===== config.mk =====
export PLATFORM = sky130hd
export DESIGN_NAME = pll_hs_lock_ctrl
export DESIGN_NICKNAME = d
export VERILOG_FILES = /design/src/rtl/pll_hs_lock_ctrl.sv
export SDC_FILE = /design/constraint.sdc
export NUM_CORES = 1
export LEC_CHECK = 0
export BUFFER_PORTS_ARGS = -buffer_cell sky130_fd_sc_hd__buf_2
export CORE_ASPECT_RATIO = 0.8
export CORE_MARGIN = 10
export CORE_UTILIZATION = 50
export CTS_BUF_LIST = sky130_fd_sc_hd__clkbuf_2
export DETAILED_ROUTE_END_ITERATION = 6
export PLACE_DENSITY = 0.71
export SLEW_MARGIN = 25
export SYNTH_ARGS = -nofsm -noshare
export SYNTH_HDL_FRONTEND = slang
export SYNTH_SLANG_ARGS = --single-unit

===== constraint.sdc =====
create_clock -name clkin1 -period 1.8 [get_ports clkin1]
set_input_delay 0.54 -clock clkin1 [delete_from_list [all_inputs] [get_ports clkin1]]
set_output_delay 0.54 -clock clkin1 [all_outputs]
set_load 0.02 [all_outputs]

===== src/rtl/pll_hs_lock_ctrl.sv =====
// Reset/lock sequencer for the DSI HS-clock PLL: pulses pll_rst, qualifies pll_lock, re-phases dividers, releases HS reset.
// Optional lock-wait timeout with retry counting is enabled by defining PLL_LOCK_TIMEOUT_EN.
module pll_hs_lock_ctrl #(
    parameter int RST_CYCLES     = 16,
    parameter int LOCK_STABLE    = 1024,
    parameter int RSTODIV_CYCLES = 4,
    parameter int TIMEOUT_CYCLES = 65000
) (
    input  logic       clkin1,
    input  logic       ext_rst,
    input  logic       pll_lock,
    output logic       pll_rst,
    output logic       rstodiv,
    output logic       clk_hs_rst,
    output logic       ready,
    output logic       lock_lost,
    output logic [2:0] retry_cnt
);

    localparam int RST_W  = (RST_CYCLES > 1) ? $clog2(RST_CYCLES) : 1;
    localparam int STAB_W = (LOCK_STABLE > 1) ? $clog2(LOCK_STABLE) : 1;
    localparam int ODIV_W = (RSTODIV_CYCLES > 1) ? $clog2(RSTODIV_CYCLES) : 1;

    localparam logic [RST_W-1:0]  RST_LAST  = RST_W'(RST_CYCLES - 1);
    localparam logic [STAB_W-1:0] STAB_LAST = STAB_W'(LOCK_STABLE - 1);
    localparam logic [ODIV_W-1:0] ODIV_LAST = ODIV_W'(RSTODIV_CYCLES - 1);

    if (RST_CYCLES < 2 || LOCK_STABLE < 2 || RSTODIV_CYCLES < 1 || TIMEOUT_CYCLES < 2) begin : g_param_check
        $error("pll_hs_lock_ctrl: illegal parameter value");
    end

    typedef enum logic [1:0] {
        S_RST  = 2'd0,
        S_WAIT = 2'd1,
        S_ODIV = 2'd2,
        S_RUN  = 2'd3
    } state_t;

    state_t             state_q;
    state_t             state_d;
    logic               sync_q;
    logic               lock_s;
    logic [RST_W-1:0]   rst_cnt;
    logic [STAB_W-1:0]  stab_cnt;
    logic [ODIV_W-1:0]  odiv_cnt;
    logic               timeout_hit;
    logic               pll_rst_d;
    logic               rstodiv_d;
    logic               clk_hs_rst_d;
    logic               ready_d;
    logic               lock_lost_d;

    // pll_lock comes from the PLL's own analog domain; two flops before any decision.
    always_ff @(posedge clkin1 or posedge ext_rst) begin
        if (ext_rst) begin
            sync_q <= 1'b0;
            lock_s <= 1'b0;
        end else begin
            sync_q <= pll_lock;
            lock_s <= sync_q;
        end
    end

`ifdef PLL_LOCK_TIMEOUT_EN
    localparam int TO_W = (TIMEOUT_CYCLES > 1) ? $clog2(TIMEOUT_CYCLES) : 1;
    localparam logic [TO_W-1:0] TO_LAST = TO_W'(TIMEOUT_CYCLES - 1);

    logic [TO_W-1:0] to_cnt;

    always_ff @(posedge clkin1 or posedge ext_rst) begin
        if (ext_rst) begin
            to_cnt    <= '0;
            retry_cnt <= 3'd0;
        end else begin
            if (state_d != state_q) to_cnt <= '0;
            else if (state_q == S_WAIT) to_cnt <= to_cnt + 1'b1;
            // Only a WAIT->RST exit is a timeout; stable-lock completion takes priority in state_d.
            if (state_q == S_WAIT && state_d == S_RST && retry_cnt != 3'd7)
                retry_cnt <= retry_cnt + 3'd1;
        end
    end

    assign timeout_hit = (to_cnt == TO_LAST);
`else
    assign timeout_hit = 1'b0;
    assign retry_cnt   = 3'd0;
`endif

    always_comb begin
        state_d = state_q;
        case (state_q)
            S_RST:  if (rst_cnt == RST_LAST) state_d = S_WAIT;
            S_WAIT: begin
                if (lock_s && stab_cnt == STAB_LAST) state_d = S_ODIV;
                else if (timeout_hit)                state_d = S_RST;
            end
            S_ODIV: begin
                if (!lock_s)                    state_d = S_RST;
                else if (odiv_cnt == ODIV_LAST) state_d = S_RUN;
            end
            S_RUN:  if (!lock_s) state_d = S_RST;
            default: state_d = S_RST;
        endcase

        // Outputs are decoded from the next state so they register on the same edge as state_q.
        pll_rst_d    = (state_d == S_RST);
        rstodiv_d    = (state_d == S_ODIV);
        clk_hs_rst_d = (state_d != S_RUN);
        ready_d      = (state_d == S_RUN);
        lock_lost_d  = lock_lost | (state_q == S_RUN && !lock_s);
    end

    always_ff @(posedge clkin1 or posedge ext_rst) begin
        if (ext_rst) begin
            state_q    <= S_RST;
            pll_rst    <= 1'b1;
            rstodiv    <= 1'b0;
            clk_hs_rst <= 1'b1;
            ready      <= 1'b0;
            lock_lost  <= 1'b0;
        end else begin
            state_q    <= state_d;
            pll_rst    <= pll_rst_d;
            rstodiv    <= rstodiv_d;
            clk_hs_rst <= clk_hs_rst_d;
            ready      <= ready_d;
            lock_lost  <= lock_lost_d;
        end
    end

    always_ff @(posedge clkin1 or posedge ext_rst) begin
        if (ext_rst) begin
            rst_cnt  <= '0;
            stab_cnt <= '0;
            odiv_cnt <= '0;
        end else if (state_d != state_q) begin
            rst_cnt  <= '0;
            stab_cnt <= '0;
            odiv_cnt <= '0;
        end else begin
            case (state_q)
                S_RST:   rst_cnt  <= rst_cnt + 1'b1;
                S_WAIT:  stab_cnt <= lock_s ? stab_cnt + 1'b1 : '0;
                S_ODIV:  odiv_cnt <= odiv_cnt + 1'b1;
                default: ;
            endcase
        end
    end

endmodule


==> results.yml <==
worst_hold_path:
  hold_class: "input pin to async pin"
worst_setup_path:
  cpLargestDelayFamily: "flip-flops"
  critPathBufInv: 0
  worstPathCellList: "and4b_1 -> nand4_4 -> o211ai_2 -> nor2_1"
  cp_slowest_cell: "dfrtp_1"
  crit_fanout: 13
  crit_type: "flop to flop"
  reg2reg_slack_ps: 170
  slowest_delay_ps: 630
  worstPathRequired_ps: 2040
  worstPathArrival_ps: 1870
  critPathLaunchType: "flop"
  cp-end-kind: "flop"
placed_design:
  gp_congestion: 0.819
  hpwl_um: 1620
  dp_cells: 146
  numPortBuffers: 7
  postPlaceCellArea_mm2: 0.00126
final_layout:
  final_cells: 150
  antennaDiodeCount: 0
  fin_area_mm2: 0.00128
  drive_gt1_frac: 0.176
  area_growth_pct: 6.55
  fin_nets: 132
outcome:
  status: "finished, final reports clean"
sta:
  setup_viol: 0
  fin_crit_ps: 1630
  fin_tns_setup_ps: 0
  rsz0062_at_grt: "false"
  skew_ps: 7.04
  drv_slew: 0
  period_share: 0.907
  fmax_mhz: 613
  hold_viol: 0
power:
  vdd_ir_drop_max_mv: 0.474
  leakage_nw: 0.643
  power_density_mw_per_mm2: 654
  power_mw: 0.839
yosys:
  ys_seq_area_frac: 0.522
  avgSynthCellArea_um2: 10.5
  synth_cells: 115
  synth_edf_count: 0
  syn_area_mm2: 0.00120
  synthArstFlopShare: 1.00
  synth_seq_cells: 25
  ys.flop_type: "dfrtp_1"
  yosysUniqueCellTypes: 35
  yosys_warnings: 0
floorplan:
  ioPinCount: 11
  rows: 15
  start_util: 0.544
  die_area_mm2: 0.00478
  die_w_um: 74.9
  die_h_um: 63.9
  core_area_mm2: 0.00221
clocking:
  cts_buffers: 3
  cts_tree: "yes"
  post_cts_buffers: 0
  cts.path.max_buffers: 2
  h-tree-depth: 1
  path_clk_slew_ps: 220
  cts_root_buf: "clkbuf_2"
  clkLatencyLatePin_ps: 340
  cts.sinks: 25
  cts_hold_buf: 0
  cts.repair.resized: 0
drt:
  first_pass_iters: 5
  vias_per_cell: 5.51
  drt-total-wl_um: 2170
  drtIter0Drc: 37
  wire_per_inst_um: 14.5
  drc_errors: 0
  vias: 826
  ant_nets: 0
grt:
  grt_pass1_vias: 759
  grt.total_usage: 0.0938
  overflow: 0
  grt_pass1_wl_um: 3550
  grt_max_degree: 26
  antenna_found_initial: 0
job:
  maxCapViolCount: 0
==> cell type report <==
type,instances,area [um^2]
multi-input cells,83,534
repair buffers,10,57.6
inverters,3,11.3
clock buffers,4,20.0
fillers,198,932
flip-flops and latches,25,628
well taps,25,31.3
==> metrics by stage <==
stage	setup WS (ps)	hold slack [ps]	utilization
global placement	209	340	0.570
finish	167	187	0.579
detailed placement	182	336	0.570
floorplan	361	331	-
CTS	155	194	0.579
global route	52.0	200	0.579
==> cells in the final DEF (no fill, tap or decap) <==
master and instances:
ha_1 3, and3_1 4, o21ai_1 2, o22ai_1 1, a21o_1 1, clkbuf_2 4
nand2_1 10, nor2b_1 2, o21bai_1 1, nand4_4 1, and4_1 1, xor2_1 9
and2b_1 1, a21oi_1 4, nand4_1 5, a211oi_1 1, and3b_1 1, o21ai_0 2
nand3_1 5, and4b_1 1, nand2b_1 1, or4_1 1, o211ai_2 3, inv_1 2
a31oi_1 1, dfrtp_1 23, nor2_1 15, buf_4 3, a2111oi_2 1, dfstp_2 2
conb_1 3, or3_1 1, and2_1 1, xnor2_1 1, inv_2 1, buf_2 7
==> tightest hold or removal path, cell delays in order <==
cell and delay, ps:
buf_2 90, inv_1 40, buf_4 290
==> where the power goes <==
group	leakage (nW)	total, mW	internal (mW)	switching [mW]
clock	0.0166	0.219	0.0587	0.161
combinational	0.296	0.0404	0.0118	0.0286
sequential	0.330	0.579	0.571	0.00877
total	0.643	0.839	0.641	0.198
==> flip-flops by register name, indices dropped and copies added (netlist names) <==
register	count
rstodiv	1
clk_hs_rst	1
lock_lost	1
odiv_cnt	2
ready	1
lock_s	1
pll_rst	1
state_q	2
rst_cnt	4
sync_q	1
stab_cnt	10
==> logic make-up (layout without fill, tap and decap cells) <==
group | Yosys count | after routing | share of synthesized area
other cells | 1 | 3 | 0.00312
xor+xnor | 10 | 10 | 0.0728
compound gates | 17 | 17 | 0.106
flops | 25 | 25 | 0.522
simple gates | 50 | 50 | 0.225
buf+inv | 9 | 17 | 0.0405
fa+ha+maj | 3 | 3 | 0.0312
==> synth_stat cells, types with 2 or more instances <==
cell type  count  area, um^2
dfrtp_1       23         576
nor2_1        15        56.3
nand2_1       10        37.5
xor2_1         9        78.8
nand3_1        5        25.0
nand4_1        5        31.3
a21oi_1        4        20.0
and3_1         4        25.0
buf_2          3        15.0
buf_4          3        22.5
ha_1           3        37.5
o211ai_2       3        37.5
dfstp_2        2        52.6
inv_1          2        7.51
nor2b_1        2        12.5
o21ai_0        2        10.0
o21ai_1        2        10.0
==> metal layers <==
| layer | GRT usage | vias up | wire length [um] |
|---|---|---|---|
| li1 | - | 413 | - |
| met1 | 0.128 | 383 | 1030 |
| met2 | 0.135 | 28 | 997 |
| met3 | 0.0386 | 2 | 132 |
| met4 | 0.0189 | 0 | 5 |
| met5 | 0 | - | 0 |
==> worst paths after layout <==
path / cells after the start / start / to
setup / recovery: 4 / state_q[0] / stab_cnt[4]
hold / removal: 3 / ext_rst / stab_cnt[6]
setup reg to reg: 4 / state_q[0] / stab_cnt[4]
hold reg to reg: 0 / sync_q / lock_s
max in group asynchronous: 3 / ext_rst / clk_hs_rst
min in group clkin1: 1 / pll_lock / sync_q
No activity file was read; power rests on OpenSTA's default activity.
